[src/rtl/acc_sum_unit_pkg.sv]
// Shared definitions for the burst accumulator.
// Contents: FSM state encoding and default datapath widths.
package acc_sum_unit_pkg;

  localparam int DEF_WIDTH = 32;
  localparam int DEF_CNT_W = 8;

  typedef enum logic [1:0] {
    ST_IDLE  = 2'd0,
    ST_ACCUM = 2'd1,
    ST_DONE  = 2'd2
  } state_t;

endpackage

[src/rtl/acc_sum_unit_if.sv]
// Operand stream between the operand source and the accumulator.
// Signals: in_valid (source -> unit), in_data (source -> unit),
//          in_ready (unit -> source).
// Modports: master = operand source, slave = accumulator.
interface acc_sum_unit_if #(
  parameter int WIDTH = 32
);

  logic             in_valid;
  logic [WIDTH-1:0] in_data;
  logic             in_ready;

  modport master (
    output in_valid,
    output in_data,
    input  in_ready
  );

  modport slave (
    input  in_valid,
    input  in_data,
    output in_ready
  );

endinterface

[src/rtl/acc_sum_unit_rca_add.sv]
// rca_add: WIDTH-bit combinational ripple-carry adder.
// Ports: a, b (operands), sum (a+b mod 2^WIDTH), cout (carry out of MSB).
module rca_add #(
  parameter int WIDTH = 32
) (
  input  logic [WIDTH-1:0] a,
  input  logic [WIDTH-1:0] b,
  output logic [WIDTH-1:0] sum,
  output logic             cout
);

  logic [WIDTH:0] carry_s;

  assign carry_s[0] = 1'b0;

  for (genvar i = 0; i < WIDTH; i++) begin : g_bit
    assign sum[i]       = a[i] ^ b[i] ^ carry_s[i];
    assign carry_s[i+1] = (a[i] & b[i]) | (carry_s[i] & (a[i] ^ b[i]));
  end

  assign cout = carry_s[WIDTH];

endmodule

[src/rtl/acc_sum_unit.sv]
// acc_sum_unit: accumulates a burst of len operands received over a
// valid/ready stream into a running sum.
// Ports:
//   clk      - rising-edge clock
//   rst_n    - synchronous active-low reset
//   start    - begin a burst (sampled only when idle)
//   len      - operands in the burst, latched with start
//   in_if    - operand stream (slave side: in_valid, in_data, in_ready)
//   busy     - burst in progress
//   acc_out  - accumulator; holds after done until the next start
//   ovf      - sticky carry-out over the current burst
//   done     - one-cycle pulse when the burst is complete
//   count    - operands accepted in the current burst
module acc_sum_unit
  import acc_sum_unit_pkg::*;
#(
  parameter int WIDTH = DEF_WIDTH,
  parameter int CNT_W = DEF_CNT_W
) (
  input  logic             clk,
  input  logic             rst_n,
  input  logic             start,
  input  logic [CNT_W-1:0] len,
  acc_sum_unit_if.slave    in_if,
  output logic             busy,
  output logic [WIDTH-1:0] acc_out,
  output logic             ovf,
  output logic             done,
  output logic [CNT_W-1:0] count
);

  state_t           state_r, next_state_s;
  logic [WIDTH-1:0] acc_r, acc_nxt_s;
  logic             ovf_r, ovf_nxt_s;
  logic [CNT_W-1:0] cnt_r, cnt_nxt_s, cnt_inc_s;
  logic [CNT_W-1:0] len_r, len_nxt_s;
  logic             in_ready_r, done_r, busy_r;
  logic             hs_s;
  logic [WIDTH-1:0] sum_s;
  logic             cout_s;

  rca_add #(.WIDTH(WIDTH)) u_add (
    .a    (acc_r),
    .b    (in_if.in_data),
    .sum  (sum_s),
    .cout (cout_s)
  );

  // in_ready_r is high exactly while in ACCUM, so this is the handshake.
  assign hs_s      = in_if.in_valid & in_ready_r;
  assign cnt_inc_s = cnt_r + {{(CNT_W-1){1'b0}}, 1'b1};

  // Next-state and datapath update decode.
  always_comb begin
    next_state_s = state_r;
    acc_nxt_s    = acc_r;
    ovf_nxt_s    = ovf_r;
    cnt_nxt_s    = cnt_r;
    len_nxt_s    = len_r;
    case (state_r)
      ST_IDLE: begin
        if (start) begin
          acc_nxt_s = {WIDTH{1'b0}};
          ovf_nxt_s = 1'b0;
          cnt_nxt_s = {CNT_W{1'b0}};
          len_nxt_s = len;
          if (len == {CNT_W{1'b0}}) begin
            next_state_s = ST_DONE;
          end else begin
            next_state_s = ST_ACCUM;
          end
        end else begin
          next_state_s = ST_IDLE;
        end
      end
      ST_ACCUM: begin
        if (hs_s) begin
          acc_nxt_s = sum_s;
          ovf_nxt_s = ovf_r | cout_s;
          cnt_nxt_s = cnt_inc_s;
          if (cnt_inc_s == len_r) begin
            next_state_s = ST_DONE;
          end else begin
            next_state_s = ST_ACCUM;
          end
        end else begin
          next_state_s = ST_ACCUM;
        end
      end
      ST_DONE: begin
        next_state_s = ST_IDLE;
      end
      default: begin
        next_state_s = ST_IDLE;
      end
    endcase
  end

  // State, datapath and output registers; outputs are registered copies of
  // the next-state decode so they track the state exactly.
  always_ff @(posedge clk) begin
    if (!rst_n) begin
      state_r    <= ST_IDLE;
      acc_r      <= {WIDTH{1'b0}};
      ovf_r      <= 1'b0;
      cnt_r      <= {CNT_W{1'b0}};
      len_r      <= {CNT_W{1'b0}};
      in_ready_r <= 1'b0;
      done_r     <= 1'b0;
      busy_r     <= 1'b0;
    end else begin
      state_r    <= next_state_s;
      acc_r      <= acc_nxt_s;
      ovf_r      <= ovf_nxt_s;
      cnt_r      <= cnt_nxt_s;
      len_r      <= len_nxt_s;
      in_ready_r <= (next_state_s == ST_ACCUM);
      done_r     <= (next_state_s == ST_DONE);
      busy_r     <= (next_state_s != ST_IDLE);
    end
  end

  assign in_if.in_ready = in_ready_r;
  assign busy           = busy_r;
  assign done           = done_r;
  assign acc_out        = acc_r;
  assign ovf            = ovf_r;
  assign count          = cnt_r;

endmodule

[src/flat_wrapper.sv]
// flat-port wrapper written by rule: the top's interface ports become plain ports
module acc_sum_unit_flat import acc_sum_unit_pkg::*;
#(
  parameter int WIDTH = DEF_WIDTH,
  parameter int CNT_W = DEF_CNT_W
)
  (clk, rst_n, start, len, busy, acc_out, ovf, done, count, in_if_in_valid, in_if_in_data, in_if_in_ready);
  acc_sum_unit_if #(.WIDTH(WIDTH)) in_if_i ();
  input  logic clk;
  input  logic rst_n;
  input  logic start;
  input  logic [CNT_W-1:0] len;
  output logic busy;
  output logic [WIDTH-1:0] acc_out;
  output logic ovf;
  output logic done;
  output logic [CNT_W-1:0] count;
  input wire logic [$bits(in_if_i.in_valid)-1:0] in_if_in_valid;
  input wire logic [$bits(in_if_i.in_data)-1:0] in_if_in_data;
  output wire logic [$bits(in_if_i.in_ready)-1:0] in_if_in_ready;
  assign in_if_i.in_valid = in_if_in_valid;
  assign in_if_i.in_data = in_if_in_data;
  assign in_if_in_ready = in_if_i.in_ready;
  acc_sum_unit #(.WIDTH(WIDTH), .CNT_W(CNT_W)) u_core (.clk(clk), .rst_n(rst_n), .start(start), .len(len), .in_if(in_if_i), .busy(busy), .acc_out(acc_out), .ovf(ovf), .done(done), .count(count));
endmodule
[config.mk]
export PLATFORM = sky130hd
export DESIGN_NAME = acc_sum_unit_flat
export DESIGN_NICKNAME = d
export VERILOG_FILES = /design/src/rtl/acc_sum_unit_pkg.sv /design/src/rtl/acc_sum_unit_if.sv /design/src/rtl/acc_sum_unit_rca_add.sv /design/src/rtl/acc_sum_unit.sv /design/src/flat_wrapper.sv
export SDC_FILE = /design/constraint.sdc
export NUM_CORES = 1
export LEC_CHECK = 0
export CORE_ASPECT_RATIO = 1.5
export CORE_MARGIN = 4
export CORE_UTILIZATION = 52
export DETAILED_ROUTE_END_ITERATION = 16
export PLACE_DENSITY = 0.86
export SLEW_MARGIN = 40
export SYNTH_ARGS = -nofsm -noshare
export SYNTH_HDL_FRONTEND = slang
export SYNTH_HIERARCHICAL = 1
export SYNTH_SLANG_ARGS = --single-unit
export TNS_END_PERCENT = 100
[constraint.sdc]
create_clock -name clk -period 27.7 [get_ports clk]
set_input_delay 6.925 -clock clk [delete_from_list [all_inputs] [get_ports clk]]
set_output_delay 6.925 -clock clk [all_outputs]
set_load 0.01 [all_outputs]
==> results.ini <==
[logic_synthesis]
syn_nets = 402
ys_top_cells_by_area = dfxtp_1 (36%), fa_1 (20%), a21boi_1 (8.4%), nand2_1 (7.3%), nand3_1 (5.3%)
synth_top_area_cell = dfxtp_1
synth_edf_count = 0
yosysTopAreaCellShare_pct = 35.5
synth_area_per_cell_um2 = 9.36
synth_seq_cells = 54
ys.flop_type = dfxtp_1
ys_warn_count = 6
ys_types = 38
synth_seq_area_share_pct = 35.5
netlist_instances = 325
syn_area_um2 = 3040
async_reset_ff_share_pct = 0

[clock_network]
cts.htree.levels = 2
postCtsSetupRepairBufs = 0
cts.hold.buffers_added = 0
clockBufferDepth = 2
cts_sinks = 54
numCtsBuffers = 5
tritoncts = built
cts_resized = 0
cts_root_buf = clkbuf_8
clkSlewWorstSetupHoldPaths_ns = 0.10
clock_latency_ns = 0.31

[timing]
setup_viol = 0
fin_skew_ns = 0.0114
fmax_ghz = 0.0503
fin_crit_ns = 19.90
max_slew_margin_pct = 53.4
finalHoldViolCount = 0
tightest_slew_ns = 0.697
tns_ns = 0
drv_slew = 0
fin_hold_ws_ns = 0.486
period_share_pct = 71.8
grt_setup_unrepaired = no

[finish]
postLayoutCellArea_um2 = 4070
drive_gt1_share_pct = 4.21
syn2layout_area_growth_pct = 33.7
num-nets-final = 480
n_fill_cell = 433
multi_input_area_um2 = 1830
mostFrequentLayoutCells = clkdlybuf4s50_1 (87), nand2_1 (58), dfxtp_1 (54)
layout_commonest_cell = clkdlybuf4s50_1
regArea_um2 = 1080
diodes = 0

[run_status]
run_status = complete, no violations

[global_routing]
overflow = 0
grt_max_degree = 50
grt_pass1_wl_um = 12600
grt_use_total_pct = 22.1
grt_pass1_vias = 2617
antenna_found_initial = 0

[critical_path]
critPathCaptureType = flip-flop
path_max_fanout = 1
arrival_ns = 20.14
critical_path_required_ns = 27.94
start_kind = input port
reg2reg_depth = 38
crit_path_max_incr_delay_ns = 0.42
cpMostUsedCell = fa_1
r2r_slack_ns = 14.46
startpoint = in_if_in_data[0]
reg2reg_from = u_core/acc_out[0]
slowest_stage = fa_1
r2r-end = u_core/acc_out[31]
crit_path_end = u_core/acc_out[31]
crit_type = in -> reg

[floorplanning]
rows = 33
fp.coreArea_um2 = 5570
io_pins = 88
dieHeight_um = 102
dieArea_um2 = 7160
start_util_pct = 54.6
die_w_um = 70.4

[route]
wl_per_cell_um = 15.9
drtPass1Iterations = 4
ant_nets = 0
avgViaCountPerCell = 5.38
drt_wl_total_um = 7530
drc = 0
drtIter0Drc = 142
vias = 2551

[pwr]
p_leak_uw = 0.00150
intPower_uw = 124
total_power_uw = 169
power-per-cell-area_nw_per_um2 = 41.6
clockPowerShare_pct = 31.8
peakVddDrop_uv = 32.5
power.switching_uw = 44.8
power_frac_comb_pct = 19.0
seq_power_share_pct = 49.2
switching_share_pct = 26.5

[placement]
io_buffers = 87
place_area_um2 = 3930
place.gp.congestion = 0.898
dp_hpwl_um = 5400

[flow_run]
drv_cap = 0

[min_path]
hold_path.class = reg -> reg
min_from = u_core/acc_out[16]

[final cells by class]
class / instances / area share, %
multi-input cells: 240 / 45.0
flip-flops and latches: 54 / 26.6
repair buffers: 90 / 22.4
well taps: 70 / 2.15
clock buffers: 5 / 1.69
inverters: 12 / 1.11
clock inverters: 3 / 1.08
[cells in the mapped netlist (2+ instances only)]
library cell / instances
nor3_1: 4
fa_1: 31
o21a_1: 3
a31oi_1: 2
inv_1: 11
nand3_2: 2
nand3_1: 32
clkbuf_1: 10
ha_1: 2
nor2b_1: 8
a21oi_1: 8
a21boi_1: 34
a21boi_0: 8
o21ai_0: 4
a22oi_1: 3
nand4_1: 2
xnor2_1: 8
buf_2: 6
nand2_1: 59
and3_1: 3
and2_1: 2
nand4b_1: 2
nor4_1: 3
nor2_1: 9
dfxtp_1: 54
buf_4: 3
[flip-flops by register name, indices dropped and copies added, names as in the netlist]
name,flops
u_core/in_if.in_ready,1
u_core/count,8
u_core/ovf,1
u_core/state_r,2
u_core/acc_out,32
u_core/done,1
u_core/busy,1
u_core/len_r,8
[through the flow]
stage | worst slack (ns) | cells | utilization [%]
2_1_floorplan | 8.64 | 325 | -
3_3_place_gp | 7.92 | 465 | 70.5
3_5_place_dp | 7.57 | 465 | 70.5
4_1_cts | 7.90 | 473 | 72.5
5_1_grt | 7.44 | 474 | 73.0
6_report | 7.80 | 474 | 73.0
[worst max-delay path: cells and delay by family]
kind	cells	cell delay, ns
adders and majority gates	32	12.31
AOI/OAI and AO/OA	1	0.17
buffers and inverters	5	0.67
and+or+nand+nor	1	0.06
[worst min-delay path by stage]
stage | end | slack [ns] | cells after the start
floorplan | u_core/len_r[6] | 0.46 | 2
global placement | u_core/ovf | 0.46 | 2
detailed placement | u_core/ovf | 0.47 | 2
CTS | u_core/acc_out[16] | 0.49 | 2
global route | u_core/len_r[4] | 0.51 | 2
finish | u_core/acc_out[16] | 0.49 | 2
[layer usage]
layer | part of all wire, % | wire length (um) | global-route usage, % | up-vias
met2 | 52 | 3940 | 39.2 | 80
met1 | 40 | 3010 | 27.1 | 1218
li1 | - | - | - | 1240
met5 | 0 | 0 | 0 | -
met4 | 2.2 | 169 | 7.82 | 0
met3 | 5.6 | 420 | 3.48 | 13
[power by group through the flow]
stage / sequential, uW / combinational (uW) / clock, uW
after detailed placement: 85.0 / 31.4 / 0
final: 83.2 / 32.2 / 53.7
after global placement: 84.9 / 30.4 / 0
after global routing: 83.8 / 35.7 / 57.5
after floorplan: 85.6 / 15.3 / 0
after CTS: 83.3 / 31.8 / 55.3
[cell families (layout without fill, tap and decap cells)]
kind of cell	after synthesis	count (layout)	share of synthesized area [%]
flops	54	54	35.5
simple gates	132	132	20.8
fa+ha+maj	34	34	21.6
xor+xnor	9	9	2.59
compound gates	65	65	15.1
buf+inv	31	110	4.44
Note: power is estimated with default switching activity, not from simulation.
